`src/rtl/chess_clock_core.sv`:
```
`default_nettype none
// ============================================================================
//  Module   : chess_clock_core
//  Brief    : N-player mm:ss chess clock with Fischer increment, pause/resume
//             and per-player flag-fall.
//  Revision : 1.0
// ============================================================================
module chess_clock_core #(
    parameter  int PLAYERS  = 2,
    parameter  int TICK_DIV = 100_000_000,
    parameter  int MAX_MIN  = 99,
    localparam int PW       = $clog2(PLAYERS)
) (
    input  logic                   clk,
    input  logic                   reset,
    input  logic [6:0]             cfg_min,
    input  logic [5:0]             cfg_inc,
    input  logic                   cfg_load,
    input  logic                   start,
    input  logic                   pause,
    input  logic                   move_done,
    output logic [2:0]             state,
    output logic                   ready,
    output logic [PW-1:0]          active,
    output logic [7*PLAYERS-1:0]   min_flat,
    output logic [6*PLAYERS-1:0]   sec_flat,
    output logic [PLAYERS-1:0]     flag,
    output logic                   tick
);
    localparam int              C_PREW        = $clog2(TICK_DIV);
    localparam logic [C_PREW-1:0] C_PRE_LAST  = C_PREW'(TICK_DIV - 1);
    localparam logic [7:0]      C_MAX_MIN     = 8'(MAX_MIN);
    localparam logic [PW-1:0]   C_LAST_PLAYER = PW'(PLAYERS - 1);

    // Encoding is {ready, OVER, PAUSED, RUN} so outputs come straight off the register
    localparam logic [3:0] S_IDLE   = 4'b0000;
    localparam logic [3:0] S_READY  = 4'b1000;
    localparam logic [3:0] S_RUN    = 4'b0001;
    localparam logic [3:0] S_PAUSED = 4'b0010;
    localparam logic [3:0] S_OVER   = 4'b0100;

    logic [3:0]         r_fsm;
    logic [C_PREW-1:0]  r_pre;
    logic [5:0]         r_inc;
    logic [PW-1:0]      r_active;
    logic [PLAYERS-1:0] r_flag;
    logic               r_tick;
    logic [6:0]         r_min [PLAYERS];
    logic [5:0]         r_sec [PLAYERS];

    logic          w_run;
    logic          w_tick_now;
    logic          w_flag_fall;
    logic [6:0]    w_cur_min, w_dec_min, w_base_min, w_inc_min, w_load_min;
    logic [5:0]    w_cur_sec, w_dec_sec, w_base_sec, w_inc_sec, w_load_inc;
    logic [6:0]    w_sum_sec;
    logic [7:0]    w_carry_min;
    logic [PW-1:0] w_next_active;

    assign w_run         = (r_fsm == S_RUN);
    assign w_tick_now    = w_run && (r_pre == C_PRE_LAST);
    assign w_load_min    = (cfg_min > 7'(MAX_MIN)) ? 7'(MAX_MIN) : cfg_min;
    assign w_load_inc    = (cfg_inc > 6'd59) ? 6'd59 : cfg_inc;
    assign w_next_active = (r_active == C_LAST_PLAYER) ? '0 : r_active + 1'b1;

    // Tick decrement first, then the increment is applied on top of the result
    always_comb begin
        w_cur_min = r_min[r_active];
        w_cur_sec = r_sec[r_active];
        w_dec_min = w_cur_min;
        w_dec_sec = w_cur_sec;
        if (w_cur_sec != 6'd0) begin
            w_dec_sec = w_cur_sec - 6'd1;
        end else if (w_cur_min != 7'd0) begin
            w_dec_min = w_cur_min - 7'd1;
            w_dec_sec = 6'd59;
        end
        w_flag_fall = w_tick_now && (w_dec_min == 7'd0) && (w_dec_sec == 6'd0);
        w_base_min  = w_tick_now ? w_dec_min : w_cur_min;
        w_base_sec  = w_tick_now ? w_dec_sec : w_cur_sec;

        w_sum_sec   = {1'b0, w_base_sec} + {1'b0, r_inc};
        w_inc_sec   = w_sum_sec[5:0];
        w_carry_min = {1'b0, w_base_min};
        if (w_sum_sec >= 7'd60) begin
            w_inc_sec   = 6'(w_sum_sec - 7'd60);
            w_carry_min = {1'b0, w_base_min} + 8'd1;
        end
        w_inc_min = w_carry_min[6:0];
        if (w_carry_min > C_MAX_MIN) begin
            w_inc_min = C_MAX_MIN[6:0];
            w_inc_sec = 6'd59;
        end
    end

    always_ff @(posedge clk or negedge reset) begin
        if (!reset) begin
            r_fsm    <= S_IDLE;
            r_pre    <= '0;
            r_inc    <= '0;
            r_active <= '0;
            r_flag   <= '0;
            r_tick   <= 1'b0;
            for (int i = 0; i < PLAYERS; i++) begin
                r_min[i] <= '0;
                r_sec[i] <= '0;
            end
        end else begin
            r_tick <= w_tick_now;
            if (w_run) begin
                if (w_flag_fall) begin
                    r_min[r_active]  <= '0;
                    r_sec[r_active]  <= '0;
                    r_flag[r_active] <= 1'b1;
                    r_pre            <= '0;
                    r_fsm            <= S_OVER;
                end else begin
                    if (move_done) begin
                        r_min[r_active] <= w_inc_min;
                        r_sec[r_active] <= w_inc_sec;
                        r_active        <= w_next_active;
                        r_pre           <= '0;
                    end else begin
                        r_min[r_active] <= w_base_min;
                        r_sec[r_active] <= w_base_sec;
                        r_pre           <= w_tick_now ? '0 : r_pre + 1'b1;
                    end
                    if (pause) begin
                        r_fsm <= S_PAUSED;
                    end
                end
            end else if (cfg_load && (cfg_min != 7'd0)) begin
                for (int i = 0; i < PLAYERS; i++) begin
                    r_min[i] <= w_load_min;
                    r_sec[i] <= '0;
                end
                r_inc    <= w_load_inc;
                r_active <= '0;
                r_flag   <= '0;
                r_pre    <= '0;
                r_fsm    <= S_READY;
            end else if (start && ((r_fsm == S_READY) || (r_fsm == S_PAUSED))) begin
                r_fsm <= S_RUN;
            end
        end
    end

    assign state  = r_fsm[2:0];
    assign ready  = r_fsm[3];
    assign active = r_active;
    assign flag   = r_flag;
    assign tick   = r_tick;

    for (genvar gi = 0; gi < PLAYERS; gi++) begin : g_pack
        assign min_flat[7*gi +: 7] = r_min[gi];
        assign sec_flat[6*gi +: 6] = r_sec[gi];
    end
endmodule
`default_nettype wire
```
`config.mk`:
```
export PLATFORM = sky130hd
export DESIGN_NAME = chess_clock_core
export DESIGN_NICKNAME = d
export VERILOG_FILES = /design/src/rtl/chess_clock_core.sv
export SDC_FILE = /design/constraint.sdc
export NUM_CORES = 1
export LEC_CHECK = 0
export BUFFER_PORTS_ARGS = -buffer_cell sky130_fd_sc_hd__buf_4
export CORE_ASPECT_RATIO = 1.25
export CORE_UTILIZATION = 30
export DETAILED_ROUTE_END_ITERATION = 7
export GPL_TIMING_DRIVEN = 0
export HOLD_SLACK_MARGIN = 0.1
export PLACE_DENSITY = 0.56
export SLEW_MARGIN = 0
export SYNTH_ARGS = -nofsm -noshare
export SYNTH_HDL_FRONTEND = slang
export SYNTH_SLANG_ARGS = --single-unit
```
`constraint.sdc`:
```
create_clock -name clk -period 5.1 [get_ports clk]
set_input_delay 0 -clock clk [delete_from_list [all_inputs] [get_ports clk]]
set_output_delay 0 -clock clk [all_outputs]
set_load 0.02 [all_outputs]
```
# Word-level counts from Yosys, hierarchy flattened
# Index checks and enable logic that the tools add are counted.
totals:
  reg_bits: 67
  inputBits: 19
  out_inout_bits: 34
  elab_cells: 113
classes:
  add_sub_neg: 7
  magnitude_cmp: 8
  n_eq_ne: 8
  n_mux: 54
  bitwise_logic: 7
  n_reduce_logical: 19
op_table:
  columns: ["op", "n"]
  rows:
  - ["27-bit 2-to-1 mux", 5]
  - ["7-bit 2-to-1 mux", 9]
  - ["6-bit 2-to-1 mux", 10]
  - ["14-bit 2-to-1 mux", 4]
  - ["12-bit 2-to-1 mux", 4]
  - ["14-bit bitwise mux", 2]
  - ["27-bit by 1-bit adder with 27-bit output (second input constant)", 1]
  - ["27-bit equality test (second input constant)", 1]
  - ["12-bit bitwise mux", 2]
  - ["4-bit 2-to-1 mux", 5]
  - ["14-bit bitwise AND", 1]
  - ["14-bit NOT", 1]
  - ["7-bit nonzero test", 2]
  - ["12-bit bitwise AND", 1]
  - ["12-bit NOT", 1]
  - ["7-bit by 1-bit adder with 8-bit output (second input constant)", 1]
  - ["8-bit by 7-bit > comparator with 1-bit output (second input constant)", 1]
  - ["8-bit 2-to-1 mux", 1]
  - ["6-bit by 6-bit adder with 7-bit output", 1]
  - ["7-bit demux with 1-bit select", 1]
  - ["7-bit by 6-bit >= comparator with 1-bit output (second input constant)", 1]
  - ["7-bit > comparator (second input constant)", 1]
  - ["1-bit logical AND", 7]
  - ["7-bit logical NOT", 1]
  - ["other kinds (29)", 39]

# Depth between registers and ports, before layout
# Gate-level depths: netlist (run 1).
depth:
  depth_word: 17
  mapped_depth: 27
  ltp_nobuf: 23

# Worst setup path before layout (run 1)
# Ideal clock, no wire load.
synth_path:
  kind: "flip-flop to flip-flop"
  start: "register r_active, in the netlist active"
  end: "register r_min, in the netlist min_flat[2]"
  setup_ns: 0.129
  arrival_ns: 5.541
  required_time_ns: 4.971
  setup_slack_ns: -0.571
  path_stages_with_launch: 25
  path_buffers: 6
  synth_period_minus_slack_ns: 5.671
  path_cell_list: "dfrtp_1 -> buf_2 -> buf_2 -> clkbuf_1 -> mux2i_1 -> ha_1 -> o221ai_1 -> buf_2 -> nor3_1 -> nor2_1 -> nor2b_1 -> a31oi_1 -> ha_1 -> a211oi_1 -> nor2_1 -> o311ai_0 -> a31o_2 -> buf_2 -> o211ai_1 -> a2111oi_2 -> a32oi_1 -> o21a_1 -> buf_12 -> a41oi_2 -> o21ai_0"
synth_between:
  elab_chain_len: 17
  elab_cells_between_ends: 39
  classes_between: "add/sub: 4; order compare: 4; mux: 21; bitwise: 3; reduce/logical: 7"
synth_rtl:
  columns: ["item", "line_no", "source"]
  rows:
  - ["from (decl)", "45", "logic [PW-1:0] r_active;"]
  - ["from (signal assigned)", "121", "r_active <= w_next_active;"]
  - ["1-bit NOT with 2-bit output (not written as such) (*)", null, null]
  - ["parallel branches: the longest is 14 deep, another holds 8-bit by 7-bit > comparator with 1-bit output", null, null]
  - ["14-bit 2-to-1 mux (*)", "111", "if (w_flag_fall) begin"]
  - ["14-bit 2-to-1 mux (*)", "110", "if (w_run) begin"]
  - ["to (signal, indexed assignment)", "119", "r_min[r_active] <= w_inc_min;"]
  - ["to (signal, indexed assignment)", "124", "r_min[r_active] <= w_base_min;"]
  - ["to (signal, indexed assignment)", "134", "r_min[i] <= w_load_min;"]
  - ["to (decl)", "48", "logic [6:0] r_min [PLAYERS];"]
# Every way passes the cells marked *. The select of a mux whose other input is x is not followed.
# A chain may end at the register's enable or synchronous reset.

# Worst setup path after layout (run 1)
layout_path:
  start: "register r_active, in the netlist active"
  end: "register r_min, in the netlist min_flat[13]"
# Same word-level chain as after synthesis.

==> results of run 1 <==
==> cells in the mapped netlist (3+ instances only) <==
cell	count
or4_1	3
xor2_1	8
nand2_1	85
nor4_1	4
and2_1	4
a31oi_1	8
mux2_2	8
xnor2_1	5
nor2b_1	4
a22o_1	10
nand4_1	7
a22oi_1	3
a21o_1	3
a221o_1	3
nor3b_1	6
inv_1	10
a211oi_1	4
nor2_1	50
clkbuf_1	14
nor3_1	22
mux2i_1	16
ha_1	11
dfrtp_1	67
nand3_1	20
o22ai_1	3
a21oi_1	28
and4_1	3
o31ai_1	3
o21ai_0	70
or2_2	3
and3_1	8
a31oi_4	3
buf_2	6
==> final cells by class <==
cell class                 instances  area (um2)
sequential                        67        1680
multi-input combinational        452        3310
clock inverter                     5         100
buffer                            22         169
timing repair buffer             131        1070
tap                              208         260
inverter                          11        43.8
clock buffer                      11         243
fill                            1439        8200
==> power by group through the flow <==
stage	Clock, W	Combinational, W	Sequential (W)
floorplan	0	0.000407	0.000650
finish	0.000723	0.00102	0.000622
global placement	0	0.000629	0.000628
detailed placement	0	0.000639	0.000629
global route	0.000753	0.00108	0.000629
CTS	0.000740	0.000866	0.000621
==> what timing repair did <==
item,in CTS,in global routing
endpoints found under the setup margin,26,26
endpoints found under the hold margin,93,0
buffers inserted,35,25
hold buffers,17,0
resized for setup,48,46
pin swaps,17,24
cloned,0,2
==> cell families (layout without fill, tap and decap cells) <==
kind of cell / after synthesis / after routing / share of synthesized area, %
AO/OA/AOI/OAI: 163 / 163 / 23.3
XOR/XNOR: 13 / 13 / 2.43
adder cells (fa/ha/maj): 12 / 12 / 3.37
buffers and inverters: 34 / 180 / 3.40
flip-flops: 67 / 67 / 35.8
multiplexers: 26 / 26 / 5.96
AND/OR/NAND/NOR: 238 / 238 / 25.7
==> layer usage <==
| layer | up-vias | routed length, um |
|---|---|---|
| met4 | 0 | 816 |
| li1 | 2324 | - |
| met5 | - | 0 |
| met1 | 2388 | 6410 |
| met2 | 108 | 8320 |
| met3 | 44 | 510 |
==> worst reg2reg max path: stages, from the launching register on <==
cell and delay, ns:
dfrtp_2 0.45, buf_8 0.16, buf_12 0.14, mux2i_4 0.19, ha_4 0.18, nor4b_4 0.14
buf_4 0.15, o221a_4 0.28, buf_6 0.12, nor2_4 0.09, a21oi_2 0.04, o21ai_1 0.13
o31a_1 0.30, ha_4 0.25, buf_6 0.12, nor3b_4 0.15, a311oi_2 0.27, o311ai_4 0.18
a31o_4 0.27, o211ai_1 0.16, a2111oi_4 0.09, a32oi_1 0.25, o21a_2 0.25, buf_12 0.15
a21oi_4 0.07, a221o_1 0.34
==> how the worst min path moves through the flow <==
stage,start,slack [ns],end,cells past startpoint
6_report,cfg_min[6],0.15,min_flat[13],3
3_3_place_gp,reset,0.16,sec_flat[5],1
4_1_cts,cfg_min[6],0.14,min_flat[13],3
2_1_floorplan,reset,-0.30,active,0
3_5_place_dp,reset,0.17,sec_flat[8],1
5_1_grt,cfg_min[6],0.16,min_flat[13],3
==> state kept, by name (all words and copies together), names as in the netlist <==
register  count
min_flat     14
r_fsm         4
flag          2
r_pre        27
tick          1
active        1
r_inc         6
sec_flat     12
==> metrics by stage <==
step / cell area, um2 / setup WS, ns / util [%]
3_3_place_gp: 5400 / -1.08 / 35.8
2_1_floorplan: 4750 / 0.0146 / -
4_1_cts: 6440 / 0.00149 / 42.7
6_report: 6880 / 0.0702 / 45.6
3_5_place_dp: 5400 / -1.19 / 35.8
5_1_grt: 6880 / -0.109 / 45.6
==> run metrics, run 1 <==
Non-Filler Instances=907; library cells used by synthesis=75; R2R setup slack=0.07 ns; Num Clock Sinks=67; top_reg_cell synth=dfrtp_1; Area contributors post-synth=dfrtp_1 (36%), o21ai_0 (7.5%), nand2_1 (6.8%), nor2_1 (4.0%), mux2i_1 (3.4%); busiest grt layer=met2; Mapped Cells=553; crit path to=min_flat[13]; Hold Vio Cnt, Final=0; Flop pwr share=26.4%; vias in the first global route=4870; Clock Path Buffers=2; total grt overflow=0; pins over their slew limit=0; Synth top area share=35.8%; largest net degree at the start of global routing=68; Final period util=98.6%; hold_ws=0.150 ns; Worst EP required=5.32 ns; Final GP Congestion=0.883; Port Buffers=52; TritonCTS clock tree=built; reg2reg end=min_flat[13]; Setup TNS=0 ns; Mapped Area=4680 um2; final wirelength=16.1 mm; power share of the clock group=30.6%; DR vias=4864; min cycle time layout=5.03 ns; vias per inst=5.36; Sw Ratio=34.9%; Logic pwr share=43.0%; WP buf/inv=6; Die H=142 um; power density over cell area=343 nW/um2; CP max stage delay=0.45 ns; total power draw=0.00236 W; global-route wire length before repair=24.9 mm; TritonCTS Buffers=9; clock skew=0.00508 ns; htree depth=3; Pint=0.00154 W; fin nets=725; total core area=15100 um2; status=completed; met3 GRT Util=3.37%; Crit. path cell count=25; Antenna Nets Post-Route=0; initial core utilization=31.0%; die area=16100 um2; synth-to-layout area growth=47.0%; post-synthesis sequential area ratio=35.8%; row count=50; Max Cap Violations=0; initial antenna violation count=0; EDFF count, synth=0; Die Wd=114 um; Switching Power=0.000825 W; Least-Margin Pin Slew=0.857 ns; layout cell share with drive strength beyond 1=32.5%; HP Class=in2reg; CP Data Arrival Time=5.25 ns; CP Launch Point=active; latest clock arrival within the worst-skew pair=0.34 ns; Achievable Freq=199 MHz; crit-path leading delay family=compound AO/OA/AOI/OAI gates; slowest CP cell=dfrtp_2; Peak VDD IR=0.132 mV; Max FO, Critical Path=5; met1 Track Usage GR=22.5%; commonest non-fill, non-tap cell in the layout=buf_4; Worst R2R Start=active; YS warnings=0; overall global routing resource usage=20.1%; largest area contributor in the netlist=dfrtp_1; Lkg Pwr=2.90 nW; DRT iter0 DRCs=300; Crit. End Element=flop; final setup fails=0; met2 Track Usage GR=34.9%; IO Pins=53; Syn Nets=584; most frequent cells in the layout=buf_4 (110), nand2_1 (85), dfrtp_1 (65); R2R cell count=25; unrepaired setup endpoints after global routing=true; dpl cells=813; Relative slew margins=42.9%; DR WL/cell=17.7 um; Startpoint Class=flop; syn_area_per_cell=8.46 um2; Reg clk slew, reported paths=0.06 ns; Synth Register Bits=67; Antenna Cells=0; CP Class=reg2reg; Post-DP HPWL=11.2 mm; Synth async-reset ratio=100%; DRC violations left=0; root buf cell=clkbuf_16; TritonRoute pass-1 iters=5
No activity file was read; power rests on OpenSTA's default activity.
==> run 2, diff against run 1 <==
--- a/config.mk
+++ b/config.mk
@@ -7,6 +7,7 @@
 export LEC_CHECK = 0
 export BUFFER_PORTS_ARGS = -buffer_cell sky130_fd_sc_hd__buf_4
 export CORE_ASPECT_RATIO = 1.25
+export CORE_MARGIN = 2
 export CORE_UTILIZATION = 30
 export DETAILED_ROUTE_END_ITERATION = 7
 export GPL_TIMING_DRIVEN = 0
==> constraint.sdc (replaced) <==
create_clock -name clk -period 4.24 [get_ports clk]
set_input_delay 0.848 -clock clk [delete_from_list [all_inputs] [get_ports clk]]
set_output_delay 0.848 -clock clk [all_outputs]
set_load 0.02 [all_outputs]
==> run metrics, run 2 (synthesized netlist as in run 1, its figures left out) <==
Antenna Cells=0 (unchanged); fin nets=707 (-2.5%); TritonCTS clock tree=built; Startpoint Class=flop; register name with the most flops=r_pre; TritonCTS Buffers=9 (unchanged); Least-Margin Pin Slew=0.923 ns (+0.0664 ns); Logic pwr share=45.7% (+2.7 points); Die Wd=116 um (+1.8%); Post-DP HPWL=11.1 mm (-0.32%); Final GP Congestion=0.911 (+3.1%); vias per inst=5.47 (+1.9%); vias in the first global route=4892 (+0.45%); HP Class=reg2reg; DR vias=4881 (+0.35%); Relative slew margins=38.5% (-4.4 points); most frequent cells in the layout=buf_4 (106), nand2_1 (84), dfrtp_1 (65); CP Data Arrival Time=5.34 ns (+0.09 ns); met3 GRT Util=2.99% (-0.38 points); min cycle time layout=5.13 ns (+0.102 ns); latest clock arrival within the worst-skew pair=0.34 ns (about the same); layout cell share with drive strength beyond 1=32.7% (+0.27 points); WP buf/inv=3 (-3); met2 Track Usage GR=35.0% (about the same); Util after Layout=42.7% (-2.9 points); placed instance area=5520 um2 (+2.2%); initial antenna violation count=0 (unchanged); overall global routing resource usage=19.9% (-0.21 points); Sw Ratio=37.2% (+2.2 points); TritonRoute pass-1 iters=5 (unchanged); Port Buffers=52 (unchanged); row count=51 (+2.0%); crit-path leading delay family=compound AO/OA/AOI/OAI gates; final setup fails=32 (+32); R2R setup slack=-0.89 ns (-0.96 ns); unrepaired setup endpoints after global routing=true; Switching Power=0.000997 W (+21%); Max FO, Critical Path=5 (unchanged); IO Pins=53 (unchanged); Achievable Freq=195 MHz (-2.0%); CP max stage delay=0.45 ns (about the same); Largest register FFs=27 (unchanged); busiest grt layer=met2; Die H=144 um (+1.4%); power density over cell area=407 nW/um2 (+18%); Flop pwr share=28.0% (+1.6 points); DRT iter0 DRCs=230 (-23%); met1 Track Usage GR=22.5% (+0.023 points); clock skew=0.00732 ns (+0.00224 ns); dpl cells=817 (+0.49%); final instance area=6590 um2 (-4.2%); slack of the critical path=-0.892 ns (-0.962 ns); status=complete, but fails checks; Clock Path Buffers=2 (unchanged); Place WS=-1.43 ns (-0.247 ns); Non-Filler Instances=893 (-1.5%); Antenna Nets Post-Route=0 (unchanged); Lkg Pwr=2.79 nW (-3.7%); root buf cell=clkbuf_16; Peak VDD IR=0.161 mV (+22%); commonest non-fill, non-tap cell in the layout=buf_4; Num Clock Sinks=67 (unchanged); CP Class=reg2reg; total core area=15400 um2 (+2.4%); pins over their slew limit=0 (unchanged); global-route wire length before repair=25.6 mm (+3.0%); slowest CP cell=dfrtp_2; DRC violations left=0 (unchanged); htree depth=3 (unchanged); die area=16600 um2 (+3.2%); DR WL/cell=18.2 um (+2.7%); Hold Vio Cnt, Final=0 (unchanged); final wirelength=16.2 mm (+1.2%); largest net degree at the start of global routing=68 (unchanged); Reg clk slew, reported paths=0.06 ns (about the same); Pint=0.00168 W (+9.6%); Worst EP required=4.45 ns (-0.87 ns); total grt overflow=0 (unchanged); Max Cap Violations=0 (unchanged); power share of the clock group=26.3% (-4.3 points); Crit. End Element=flop; synth-to-layout area growth=40.9%; total power draw=0.00268 W (+14%); initial core utilization=30.3% (-0.73 points); Post-CTS Hold Buffers=0 (-17); failing checks=negative setup slack; Final period util=121% (+22 points); Filler cells=1507 (+4.7%)
run 2: power groups by stage:
| stage | clock network, W | logic, W | registers (W) |
|---|---|---|---|
| after floorplan | 0 | 0.000528 | 0.000784 |
| after global routing | 0.000745 | 0.00130 | 0.000756 |
| after global placement | 0 | 0.000789 | 0.000759 |
| after detailed placement | 0 | 0.000803 | 0.000761 |
| final | 0.000704 | 0.00123 | 0.000750 |
| after CTS | 0.000722 | 0.00116 | 0.000748 |
run 2: path summary, 6_finish.rpt:
kind | startpoint | end | depth (start not counted)
max | active | min_flat[2] | 25
min | r_inc[4] | r_inc[4] | 2
max reg2reg | active | min_flat[2] | 25
min reg2reg | r_inc[4] | r_inc[4] | 2
max in group asynchronous | reset | r_fsm[1] | 1
min in group asynchronous | reset | sec_flat[8] | 1
run 2: timing repair:
action                     CTS  global route
gates cloned                 1             0
setup buffers               57             9
setup endpoints to repair   26            31
resized for setup           74            14
pin swaps                   33            21
run 2: worst min-delay path, stage by stage, from the launching register on:
cell and delay [ns]:
dfrtp_1 0.35, nand2_1 0.05, nand2_1 0.06
run 2: final cells by class:
cell class | count | area, um2 | area share (%)
clock inverters | 2 | 10.0 | 0.152
inverters | 11 | 46.3 | 0.702
flip-flops and latches | 67 | 1680 | 25.5
clock buffers | 14 | 264 | 4.01
well taps | 212 | 265 | 4.02
plain buffers | 21 | 155 | 2.35
multi-input cells | 452 | 3270 | 49.6
repair buffers | 114 | 902 | 13.7
run 2: layer usage:
metal  wire, um  vias up
met1       6290     2392
met3        674       53
met5          0        -
met4        915        0
li1           -     2300
met2       8360      136
run 2: per-stage QoR:
| stage | hold WS, ns | TNS [ns] |
|---|---|---|
| 6_report | 0.488 | -19.70 |
| 5_1_grt | 0.515 | -25.50 |
| 4_1_cts | 0.494 | -16.38 |
| 3_5_place_dp | 0.483 | -32.11 |
| 3_3_place_gp | 0.485 | -29.92 |
| 2_1_floorplan | 0.445 | -12.44 |
